$ cat config.mk
export PLATFORM = sky130hd
export DESIGN_NAME = ex_stage
export DESIGN_NICKNAME = d
export VERILOG_FILES = /design/src/rtl/ex_stage.sv
export SDC_FILE = /design/constraint.sdc
export NUM_CORES = 1
export LEC_CHECK = 0
export ABC_CLOCK_PERIOD_IN_PS = 8400
export CELL_PAD_IN_SITES_DETAIL_PLACEMENT = 1
export CELL_PAD_IN_SITES_GLOBAL_PLACEMENT = 2
export CORE_MARGIN = 2
export CORE_UTILIZATION = 31
export DETAILED_ROUTE_END_ITERATION = 10
export PLACE_DENSITY_LB_ADDON = 0.2
export SYNTH_ARGS = -nofsm -noshare
export SYNTH_HDL_FRONTEND = slang
export SYNTH_SLANG_ARGS = --single-unit
$ cat constraint.sdc
create_clock -name clock -period 8.4 [get_ports clock]
set_clock_uncertainty 0.15 [all_clocks]
set_input_delay 1.68 -clock clock [delete_from_list [all_inputs] [get_ports clock]]
set_output_delay 1.68 -clock clock [all_outputs]
set_load 0.01 [all_outputs]
$ cat src/rtl/ex_stage.sv
// Execute stage: ALU ops plus an iterative shift-add multiply, registered into the EX/MEM boundary.
// Latency: 1 edge for single-cycle ops; MUL result appears DATA_W+1 edges after its launch edge.
// Backpressure: stall holds ID/EX and earlier stages while a multiply launches or is busy; flush squashes.
// Optional operand forwarding (EX/MEM result and writeback bypass) is enabled by defining EX_FWD_EN.
module ex_stage #(
    parameter int DATA_W = 32,
    parameter int RD_W   = 6,
    parameter int IMM_W  = 16
) (
    input  logic              clock,
    input  logic              rst_n,
    input  logic              in_valid,
    input  logic [3:0]        ex_ctrl,
    input  logic [6:0]        mem_ctrl,
    input  logic [DATA_W-1:0] rd1,
    input  logic [DATA_W-1:0] rd2,
    input  logic [RD_W-1:0]   rd_addr,
    input  logic [IMM_W-1:0]  imm,
    input  logic              flush,
`ifdef EX_FWD_EN
    input  logic [RD_W-1:0]   rs_a,
    input  logic [RD_W-1:0]   rs_b,
    input  logic [RD_W-1:0]   wb_rd,
    input  logic              wb_we,
    input  logic [DATA_W-1:0] wb_data,
`endif
    output logic              stall,
    output logic              out_valid,
    output logic [DATA_W-1:0] out_alu,
    output logic [DATA_W-1:0] out_store,
    output logic [RD_W-1:0]   out_rd,
    output logic [6:0]        out_mem,
    output logic              out_zero,
    output logic              out_neg
);

    localparam int CNT_W = $clog2(DATA_W + 1);

    localparam logic [2:0] OP_ADD   = 3'b000;
    localparam logic [2:0] OP_SUB   = 3'b001;
    localparam logic [2:0] OP_AND   = 3'b010;
    localparam logic [2:0] OP_OR    = 3'b011;
    localparam logic [2:0] OP_XOR   = 3'b100;
    localparam logic [2:0] OP_PASSB = 3'b101;
    localparam logic [2:0] OP_MUL   = 3'b110;
    localparam logic [2:0] OP_SLT   = 3'b111;

    typedef enum logic [1:0] {
        IDLE = 2'd0,
        BUSY = 2'd1,
        DONE = 2'd2
    } state_t;

    state_t state_q, state_d;

    logic [DATA_W-1:0] opa_raw;
    logic [DATA_W-1:0] opb_raw;
    logic [DATA_W-1:0] opb;
    logic [DATA_W-1:0] imm_ext;
    logic [DATA_W-1:0] alu_res;
    logic [2:0]        op;
    logic              alu_src;
    logic              is_mul;
    logic              launch;
    logic              single;

    // Multiply working state, captured at launch so held upstream inputs are ignored
    logic [DATA_W-1:0] mul_acc;
    logic [DATA_W-1:0] mul_mcand;
    logic [DATA_W-1:0] mul_mplier;
    logic [DATA_W-1:0] mul_store;
    logic [RD_W-1:0]   mul_rd;
    logic [6:0]        mul_mem;
    logic [CNT_W-1:0]  mul_cnt;

    assign op      = ex_ctrl[2:0];
    assign alu_src = ex_ctrl[3];
    assign is_mul  = (op == OP_MUL);
    assign imm_ext = {{(DATA_W-IMM_W){imm[IMM_W-1]}}, imm};

`ifdef EX_FWD_EN
    // Operand bypass: own registered result beats writeback; register 0 is never forwarded
    always_comb begin
        opa_raw = rd1;
        opb_raw = rd2;
        if (out_valid && (out_rd == rs_a) && (out_rd != '0)) begin
            opa_raw = out_alu;
        end else if (wb_we && (wb_rd == rs_a) && (wb_rd != '0)) begin
            opa_raw = wb_data;
        end
        if (out_valid && (out_rd == rs_b) && (out_rd != '0)) begin
            opb_raw = out_alu;
        end else if (wb_we && (wb_rd == rs_b) && (wb_rd != '0)) begin
            opb_raw = wb_data;
        end
    end
`else
    assign opa_raw = rd1;
    assign opb_raw = rd2;
`endif

    assign opb = alu_src ? imm_ext : opb_raw;

    // Single-cycle ALU; MUL is handled by the iterative datapath
    always_comb begin
        alu_res = '0;
        case (op)
            OP_ADD:   alu_res = opa_raw + opb;
            OP_SUB:   alu_res = opa_raw - opb;
            OP_AND:   alu_res = opa_raw & opb;
            OP_OR:    alu_res = opa_raw | opb;
            OP_XOR:   alu_res = opa_raw ^ opb;
            OP_PASSB: alu_res = opb;
            OP_SLT:   alu_res = {{(DATA_W-1){1'b0}}, ($signed(opa_raw) < $signed(opb))};
            default:  alu_res = '0;
        endcase
    end

    assign launch = (state_q == IDLE) && in_valid && is_mul && !flush;
    assign single = (state_q == IDLE) && in_valid && !is_mul && !flush;

    // Stall covers the launch cycle and every BUSY cycle; DONE lets upstream advance
    assign stall = rst_n && (((state_q == IDLE) && in_valid && is_mul) || (state_q == BUSY));

    // FSM state register
    always_ff @(posedge clock or negedge rst_n) begin
        if (!rst_n) begin
            state_q <= IDLE;
        end else begin
            state_q <= state_d;
        end
    end

    // FSM next state; flush aborts anything in flight
    always_comb begin
        state_d = state_q;
        case (state_q)
            IDLE: if (launch) state_d = BUSY;
            BUSY: if (mul_cnt == CNT_W'(DATA_W - 1)) state_d = DONE;
            DONE: state_d = IDLE;
            default: state_d = IDLE;
        endcase
        if (flush) state_d = IDLE;
    end

    // Datapath: EX/MEM outputs and multiply shift-add steps
    always_ff @(posedge clock or negedge rst_n) begin
        if (!rst_n) begin
            out_valid  <= 1'b0;
            out_alu    <= '0;
            out_store  <= '0;
            out_rd     <= '0;
            out_mem    <= '0;
            out_zero   <= 1'b0;
            out_neg    <= 1'b0;
            mul_acc    <= '0;
            mul_mcand  <= '0;
            mul_mplier <= '0;
            mul_store  <= '0;
            mul_rd     <= '0;
            mul_mem    <= '0;
            mul_cnt    <= '0;
        end else if (flush) begin
            out_valid <= 1'b0;
        end else begin
            case (state_q)
                IDLE: begin
                    if (single) begin
                        out_valid <= 1'b1;
                        out_alu   <= alu_res;
                        out_store <= opb_raw;
                        out_rd    <= rd_addr;
                        out_mem   <= mem_ctrl;
                        out_zero  <= (alu_res == '0);
                        out_neg   <= alu_res[DATA_W-1];
                    end else begin
                        out_valid <= 1'b0;
                    end
                    if (launch) begin
                        mul_acc    <= '0;
                        mul_mcand  <= opa_raw;
                        mul_mplier <= opb;
                        mul_store  <= opb_raw;
                        mul_rd     <= rd_addr;
                        mul_mem    <= mem_ctrl;
                        mul_cnt    <= '0;
                    end
                end
                BUSY: begin
                    out_valid  <= 1'b0;
                    if (mul_mplier[0]) mul_acc <= mul_acc + mul_mcand;
                    mul_mcand  <= mul_mcand << 1;
                    mul_mplier <= mul_mplier >> 1;
                    mul_cnt    <= mul_cnt + CNT_W'(1);
                end
                DONE: begin
                    out_valid <= 1'b1;
                    out_alu   <= mul_acc;
                    out_store <= mul_store;
                    out_rd    <= mul_rd;
                    out_mem   <= mul_mem;
                    out_zero  <= (mul_acc == '0);
                    out_neg   <= mul_acc[DATA_W-1];
                end
                default: out_valid <= 1'b0;
            endcase
        end
    end

endmodule

======== Word-level counts from Yosys, hierarchy flattened ========
Cells that the tools add are included.
word-level totals
  word-level logic and storage cells ...... 89
  bits in registers ....................... 229
cells by class
  magnitude comparators ................... 1
  $add $sub $neg .......................... 4
  mux-type cells .......................... 30
  equal/unequal tests ..................... 15
  reduce and logical (&&, ||, !) cells .... 20
  bitwise logic cells ..................... 4
operator list
  operator               count
  $pmux W32 S2           5
  $mux W32               7
  $pmux W32 S7           1
  $add A32 B32 Y32       2
  $logic_not A32 Y1      2
  $and A32 B32 Y32       1
  $lt A32 B32 Y1         1
  $or A32 B32 Y32        1
  $sub A32 B32 Y32       1
  $xor A32 B32 Y32       1
  $pmux W6 S2            2
  $pmux W7 S2            1
  $eq A3 B3 Y1 const B   4
  $mux W6                2
  $reduce_and A3 Y1      3
  $mux W7                1
  $add A6 B1 Y6 const B  1
  $eq A3 B2 Y1 const B   2
  $eq A6 B5 Y1 const B   1
  $logic_and A1 B1 Y1    6
  $mux W2                3
  $ne A2 B2 Y1 const B   3
  $pmux W1 S2            3
  $mux W1                4
  14 further kinds       16

======== Depth between registers and ports, before layout ========
Gate-level depths: netlist of the first run.
  depth after elaboration ................. 7
  gate-level depth with buffers ........... 19

======== Least setup slack after synthesis of the first run ========
OpenSTA, ideal clock, no wires.
  kind .................................... input to register
  start point ............................. input port ex_ctrl[3]
  end point ............................... register out_zero
  setup slack ............................. 2.497 ns
  data required time ...................... 8.158 ns
  arrival ................................. 5.661 ns
  cell stages on the path ................. 18
  cell sequence ........................... buf_2 -> buf_2 -> mux2i_1 -> inv_1 -> ha_1 -> fa_1 -> or2_1 -> a211oi_2 -> and4_1 -> nor3_1 -> o311ai_4 -> a31oi_1 -> a221o_1 -> a21o_1 -> nor4_1 -> and4_1 -> nand4b_1 -> o31ai_2
between the ends
  word-level cells in the longest chain between the ends .. 6
RTL lines
  element                                         RTL line  RTL
  start: declaration                              13        input logic [3:0] ex_ctrl,
  $mux W32 *                                      102       assign opb = alu_src ? imm_ext : opb_raw;
  $sub A32 B32 Y32, or another cell as far along  109       OP_SUB: alu_res = opa_raw - opb;
  $pmux W32 S7 *                                  107       case (op)
  $logic_not A32 Y1 *                             174       out_zero <= (alu_res == '0);
  $mux W1 *                                       168       if (single) begin
  $pmux W1 S2 *                                   166       case (state_q)
  end signal: assignment                          174
  end signal: assignment                          202       out_zero <= (mul_acc == '0);
  end: declaration                                33        output logic out_zero,
Mark *: on every way between the ends. The rest lies on a longest branch, timed or not. The select of a mux whose other input is x is not followed.
A chain may end at the register's enable or synchronous reset.

======== Worst setup path in the final report of the first run ========
Same ends and word-level chain as after synthesis.

==> results of run 1 <==
==> worst max-delay path: cells and delay by family <==
family | cells | cell delay, ns
AO/OA/AOI/OAI | 6 | 2.00
buffers and inverters | 2 | 1.24
AND/OR/NAND/NOR | 6 | 1.62
multiplexers | 1 | 0.49
adder cells (fa/ha/maj) | 1 | 0.41
==> layout by cell type (no fill, tap or decap), types with 9 or more instances in the layout <==
cell type,count
nand2_1,403
dfrtp_1,228
o21ai_0,184
nor2_1,180
clkdlybuf4s50_1,179
a21oi_1,172
ha_1,148
inv_1,111
a31oi_1,61
mux2i_1,57
a21o_1,48
nand3_1,48
a211oi_1,31
clkbuf_16,31
buf_4,30
o21bai_1,26
xnor2_1,23
nor3_1,21
o211ai_1,20
nor4_1,19
nand2b_1,15
xor2_1,14
nor2b_1,13
o22ai_1,13
nand4_1,12
o31ai_1,12
and3_1,11
or2_2,9
==> power breakdown <==
part	internal (mW)	leakage (nW)	switching, mW	total [mW]
Combinational	0.685	6.43	0.943	1.63
Sequential	1.36	2.80	0.213	1.57
Clock	0.866	0.523	0.525	1.39
==> kinds of logic after synthesis <==
| family | after synthesis |
|---|---|
| muxes | 65 |
| xor gates and xnor gates | 37 |
| adders and majority gates | 151 |
| AOI/OAI and AO/OA | 679 |
| buffers and inverters | 249 |
| DFF | 228 |
| and+or+nand+nor | 782 |
==> cell type report <==
type / instances / share of cell area (%)
Multi-Input combinational cell: 1714 / 51.2
Sequential cell: 228 / 27.3
Tap cell: 748 / 4.48
Clock buffer: 45 / 4.35
Inverter: 115 / 2.07
Clock inverter: 11 / 0.785
Timing Repair Buffer: 212 / 9.85
==> layer usage <==
metal	share of wire [%]	wire, µm	global-route usage (%)	vias up
met5	0	0	0	-
met4	2.7	1910	7.06	0
met3	3.4	2370	2.32	78
met2	50	35600	43.8	301
met1	44	30900	30.9	8429
li1	-	-	-	7948
==> worst max path at each step <==
stage,endpoint,start,depth (start not counted)
finish,out_zero$_DFFE_PN0P_,ex_ctrl[3],16
global route,out_alu[27]$_DFFE_PN0P_,ex_ctrl[3],16
CTS,out_zero$_DFFE_PN0P_,ex_ctrl[3],16
detailed placement,out_zero$_DFFE_PN0P_,ex_ctrl[3],16
global placement,out_zero$_DFFE_PN0P_,ex_ctrl[3],16
floorplan,out_zero$_DFFE_PN0P_,ex_ctrl[3],18
==> flip-flops by register name, summed over array words and instances, names as in the netlist <==
register    count
mul_cnt         6
mul_acc        32
out_alu        32
out_rd          6
mul_store      32
mul_mplier     32
out_zero        1
mul_mcand      32
mul_rd          6
mul_mem         7
out_valid       1
out_mem         7
state_q         2
out_store      32
==> run metrics, run 1 <==
final setup margin=1.27 ns; Max-cap violations=0; num rows=86; GRT overflow=0; antenna viol nets, final=0; All-Layer GR Usage=24.4%; largest family of logic cells by synthesized area=compound AO/OA/AOI/OAI gates; design area=0.0209 mm²; CTS tree=yes; final core utilization=37.9%; TritonCTS buffer count=31; hold path depth=2; # hold bufs at CTS=0; hold crit path type=reg2reg; nets@finish=2,554; r2r endpoint=mul_acc[30]$_DFFE_PN0P_; Max Freq=140 MHz; R2R setup slack=3.85 ns; Post-Syn Nets=2,443; CTS root buffer=clkbuf_16; Post-synth ARST share=100%; hpwl dp=53,300 µm; Filler cells=6,613; worst skew pair latency=0.57 ns; # clock sinks=228; crit path kind=in2reg; H-tree depth=1; PortBufs=181; area of the multi-input gates=0.0107 mm²; max_slew headroom=28.8%; reg2reg start=mul_acc[0]$_DFFE_PN0P_; final hold vios=0; post-synthesis xor/xnor area fraction=1.87%; vias per std cell=5.45; hold_ws=0.315 ns; average size of a mapped cell=7.90 µm²; area grow syn2layout=20.7%; post-synthesis sequential area ratio=33.0%; EDFF count, synth=0; Synth cell types=90; share of the synthesized area in the top cell type=33.0%; Synth Area in Compound Gates=25.0%; Layout Cells excl Fill=3,073; number of synthesis warnings=0; layout cell share with drive strength beyond 1=5.72%; via count=16,756; worst-case clock buffer depth=3; Tot Pwr=4.59 mW; largest net degree at the start of global routing=130; Worst setup SP type=primary input; Yosys top cell by area=dfrtp_1; FF/Latch Area=0.00571 mm²; TNS Setup=0 ns; Die Y=240 µm; crit share post-route=84.9%; antenna cells=0; adder-cell share of the synthesized area=11.1%; dominant cell by count in the synthesized netlist=nand2_1; Worst Tran Pin Value=1.07 ns; Max VDD drop=0.166 mV; clk slew on worst S/H paths=0.06 ns; RSZ-0062 raised after global routing=no; CP endpoint kind=flop; Post-Synth Simple-Gate Area=19.7%; initial antenna violation count=1; initial DRC count=978; # DRC=0; status=finished, final reports clean; Tmin final=7.13 ns; core area=0.0551 mm²; Post-DP Area=0.0198 mm²; post-synthesis mux area share=3.90%; crit path DAT=7.46 ns; final setup vio count=0; CP max stage delay=0.90 ns; io pins=182; Initial Util=31.4%; Slew Viols, Final=0; leakage=9.76 nW; Post-Syn Area=0.0173 mm²; GPL Wtd Cong=0.945; die area=0.0577 mm²; Power Dens Cells=220 mW/mm²; required time of the critical path=8.73 ns; slowest CP cell=clkdlybuf4s50_1; # placed instances=3,017; dpl ws=0.722 ns; hold path endpoint=mul_mplier[28]$_DFFE_PN0P_; worst path cell trace=clkdlybuf4s50_1 > buf_4 > mux2i_1 > ha_1 > and2b_1 > o2111a_1 > nand4_1 > a311oi_2 > nor4_1 > o32ai_2 > o311a_1 > a31oi_1 > nor3_1 > and3_1 > nand4b_1 > o31ai_2; die width=240 µm; routed len/inst=23.0 µm; Synth Instances=2,191; top cells by area, synth=dfrtp_1 33%, ha_1 11%, nand2_1 8.8%, o21ai_0 5.3%, a21oi_1 5.0%; Routed Wire Length=70,800 µm; #FFs+latches synth=228; R2R depth=14; vias in the first global route=17,473; drt pass-1 iters=5; min-delay src=mul_mplier[28]$_DFFE_PN0P_; Top FF cell, synth=dfrtp_1; postcts setup bufs=0; worst-path fanout max=9; first-pass GRT wire length=108,000 µm; commonest cells in the netlist=404 x nand2_1, 228 x dfrtp_1, 184 x o21ai_0; cts repair resizes=0
(Power assumes the default switching activity.)
==> inputs of run 2 (changes only) <==
--- a/config.mk
+++ b/config.mk
@@ -5,7 +5,7 @@
 export SDC_FILE = /design/constraint.sdc
 export NUM_CORES = 1
 export LEC_CHECK = 0
-export ABC_CLOCK_PERIOD_IN_PS = 8400
+export ABC_CLOCK_PERIOD_IN_PS = 6500
 export CELL_PAD_IN_SITES_DETAIL_PLACEMENT = 1
 export CELL_PAD_IN_SITES_GLOBAL_PLACEMENT = 2
 export CORE_MARGIN = 2
==> constraint.sdc (replaced) <==
create_clock -name clock -period 6.5 [get_ports clock]
set_clock_uncertainty 0.15 [all_clocks]
set_input_delay 1.3 -clock clock [delete_from_list [all_inputs] [get_ports clock]]
set_output_delay 1.3 -clock clock [all_outputs]
set_load 0.01 [all_outputs]
==> run 2 against run 1 <==
- critical path depth increased by 1
- worst hold slack better by 0.0029 ns
- die area is the same
- setup slack worse by 0.53 ns
- clock-buffer cell count shrank 3
- sequential power is 29% higher
- total power rose by 28%
- combinational power grew 33%
- first-iteration DRC count shrank 7.2%
- sequential share of layout area decreased by 0.48 points
- clock power increased by 21%
- critical path type unchanged
==> run metrics, run 2 (synthesis gave the netlist of run 1 again) <==
Die Y=240 µm (unchanged); power share of the combinational group=36.7% (was 35.4%); cts repair resizes=0 (unchanged); routed len/inst=22.7 µm (was 23.0 µm); Max VDD drop=0.173 mV (was 0.166 mV); dpl ws=0.145 ns (was 0.722 ns); initial DRC count=908 (was 978); crit share post-route=88.8%; leading cell types in the layout, fill and taps excluded=403 x nand2_1, 228 x dfrtp_1, 184 x o21ai_0 (unchanged); H-tree depth=1 (unchanged); Internal Power=3.69 mW (was 2.91 mW); Worst Tran Pin Value=1.01 ns (was 1.07 ns); io pins=182 (unchanged); final setup margin=0.731 ns (was 1.27 ns); antenna cells=0 (unchanged); initial antenna violation count=0 (was 1); Layout Cells excl Fill=3,133 (was 3,073); GRT overflow=0 (unchanged); clock power share=28.6% (was 30.3%); hold_ws=0.318 ns (was 0.315 ns); Power Dens Cells=276 mW/mm² (was 220 mW/mm²); die area=0.0577 mm² (unchanged); core area=0.0551 mm² (unchanged); vias in the first global route=17,451 (was 17,473); CTS tree=yes (unchanged); die width=240 µm (unchanged); worst-case clock buffer depth=3 (unchanged); Routed Wire Length=71,200 µm (was 70,800 µm); crit path kind=in2reg (unchanged); Sw Ratio=37.3% (was 36.6%); RSZ-0062 raised after global routing=no (unchanged); All-Layer GR Usage=24.4% (about the same); hold crit path type=reg2reg (unchanged); # clock sinks=228 (unchanged); via count=16,941 (was 16,756); CTS root buffer=clkbuf_16 (unchanged); Worst setup SP type=primary input (unchanged); final setup vio count=0 (unchanged); Max-cap violations=0 (unchanged); leakage=10.0 nW (was 9.76 nW); sequential power share=34.6% (was 34.3%); GPL Wtd Cong=0.930 (was 0.945); # placed instances=3,081 (was 3,017); largest net degree at the start of global routing=100 (was 130); required time of the critical path=6.84 ns (was 8.73 ns); nets@finish=2,617 (was 2,554); status=finished, final reports clean (unchanged); hpwl dp=54,800 µm (was 53,300 µm); area grow syn2layout=22.9% (was 20.7%); Max Freq=173 MHz; vias per std cell=5.41 (was 5.45); postcts setup bufs=0 (unchanged); TritonCTS buffer count=30 (was 31); drt pass-1 iters=5 (unchanged); worst-path fanout max=5 (was 9); commonest non-fill, non-tap cell in the layout=nand2_1 (unchanged); clk slew on worst S/H paths=0.06 ns (about the same); CP endpoint kind=flop (unchanged); Tmin final=5.77 ns; antenna viol nets, final=0 (unchanged); first-pass GRT wire length=108,000 µm (about the same); Slew Viols, Final=0 (unchanged); max_slew headroom=32.6% (was 28.8%); Initial Util=31.4% (unchanged); crit path DAT=6.11 ns (was 7.46 ns); num rows=86 (unchanged); # DRC=0 (unchanged); Psw=2.19 mW (was 1.68 mW); # hold bufs at CTS=0 (unchanged); layout cell share with drive strength beyond 1=8.09% (was 5.72%); worst skew pair latency=0.59 ns (was 0.57 ns); TNS Setup=0 ns (unchanged); PortBufs=181 (unchanged); final hold vios=0 (unchanged)
-- run 2: cell type report --
class / count / area, µm²
Multi-Input combinational cell: 1714 / 10700
Tap cell: 748 / 936
Sequential cell: 228 / 5710
Fill cell: 6581 / 33800
Timing Repair Buffer: 276 / 2520
Clock buffer: 42 / 867
Clock inverter: 10 / 110
Inverter: 115 / 433
-- run 2: stage by stage --
| stage | area (µm²) | util (%) | power, mW |
|---|---|---|---|
| 2_1_floorplan | 17300 | - | 3.29 |
| 3_3_place_gp | 20300 | 36.8 | 4.16 |
| 3_5_place_dp | 20300 | 36.8 | 4.22 |
| 4_1_cts | 21300 | 38.6 | 5.95 |
| 5_1_grt | 21300 | 38.6 | 6.27 |
| 6_report | 21300 | 38.6 | 5.87 |
-- run 2: worst max-delay path: stages --
cell             delay, ns
clkdlybuf4s50_1       0.56
mux2i_1               0.30
inv_1                 0.11
ha_1                  0.25
fa_1                  0.46
or2_1                 0.27
a211oi_2              0.30
and4_1                0.26
nor3_1                0.11
o311ai_4              0.41
a31oi_1               0.17
a221o_1               0.37
a21o_1                0.19
nor4_1                0.41
and4_1                0.26
nand4b_1              0.13
o31ai_2               0.24
-- run 2: worst paths after layout --
check / startpoint / to / slack [ns] / cells past startpoint
setup / recovery: ex_ctrl[3] / out_zero$_DFFE_PN0P_ / 0.73 / 17
hold / removal: mul_mplier[28]$_DFFE_PN0P_ / mul_mplier[28]$_DFFE_PN0P_ / 0.32 / 2
setup reg to reg: mul_acc[0]$_DFFE_PN0P_ / mul_acc[30]$_DFFE_PN0P_ / 2.11 / 14
hold reg to reg: mul_mplier[28]$_DFFE_PN0P_ / mul_mplier[28]$_DFFE_PN0P_ / 0.32 / 2
max in group asynchronous: rst_n / mul_mplier[23]$_DFFE_PN0P_ / 3.36 / 3
min in group asynchronous: rst_n / mul_cnt[5]$_DFFE_PN0P_ / 0.57 / 1
-- run 2: power groups by stage --
stage          Combinational (mW)  Clock (mW)  Sequential (mW)
6_report                     2.16        1.68             2.03
5_1_grt                      2.41        1.78             2.08
4_1_cts                      2.17        1.74             2.04
3_5_place_dp                 2.16           0             2.06
3_3_place_gp                 2.11           0             2.05
2_1_floorplan                1.29           0             2.01
-- run 2: routing by layer --
metal / global-route usage [%] / share of wire, % / wire length, µm / up-vias
li1: - / - / - / 8074
met4: 8.55 / 3.7 / 2660 / 0
met1: 30.9 / 44 / 31000 / 8455
met5: 0 / 0 / 0 / -
met3: 2.89 / 3.4 / 2450 / 98
met2: 42.8 / 49 / 35100 / 314
==> inputs of run 3 (changes only) <==
--- a/config.mk
+++ b/config.mk
@@ -6,6 +6,7 @@
 export NUM_CORES = 1
 export LEC_CHECK = 0
 export ABC_CLOCK_PERIOD_IN_PS = 6500
+export CAP_MARGIN = 25
 export CELL_PAD_IN_SITES_DETAIL_PLACEMENT = 1
 export CELL_PAD_IN_SITES_GLOBAL_PLACEMENT = 2
 export CORE_MARGIN = 2
==> results of run 3 <==
Final layout, timing and power as in run 2 (identical DEF).
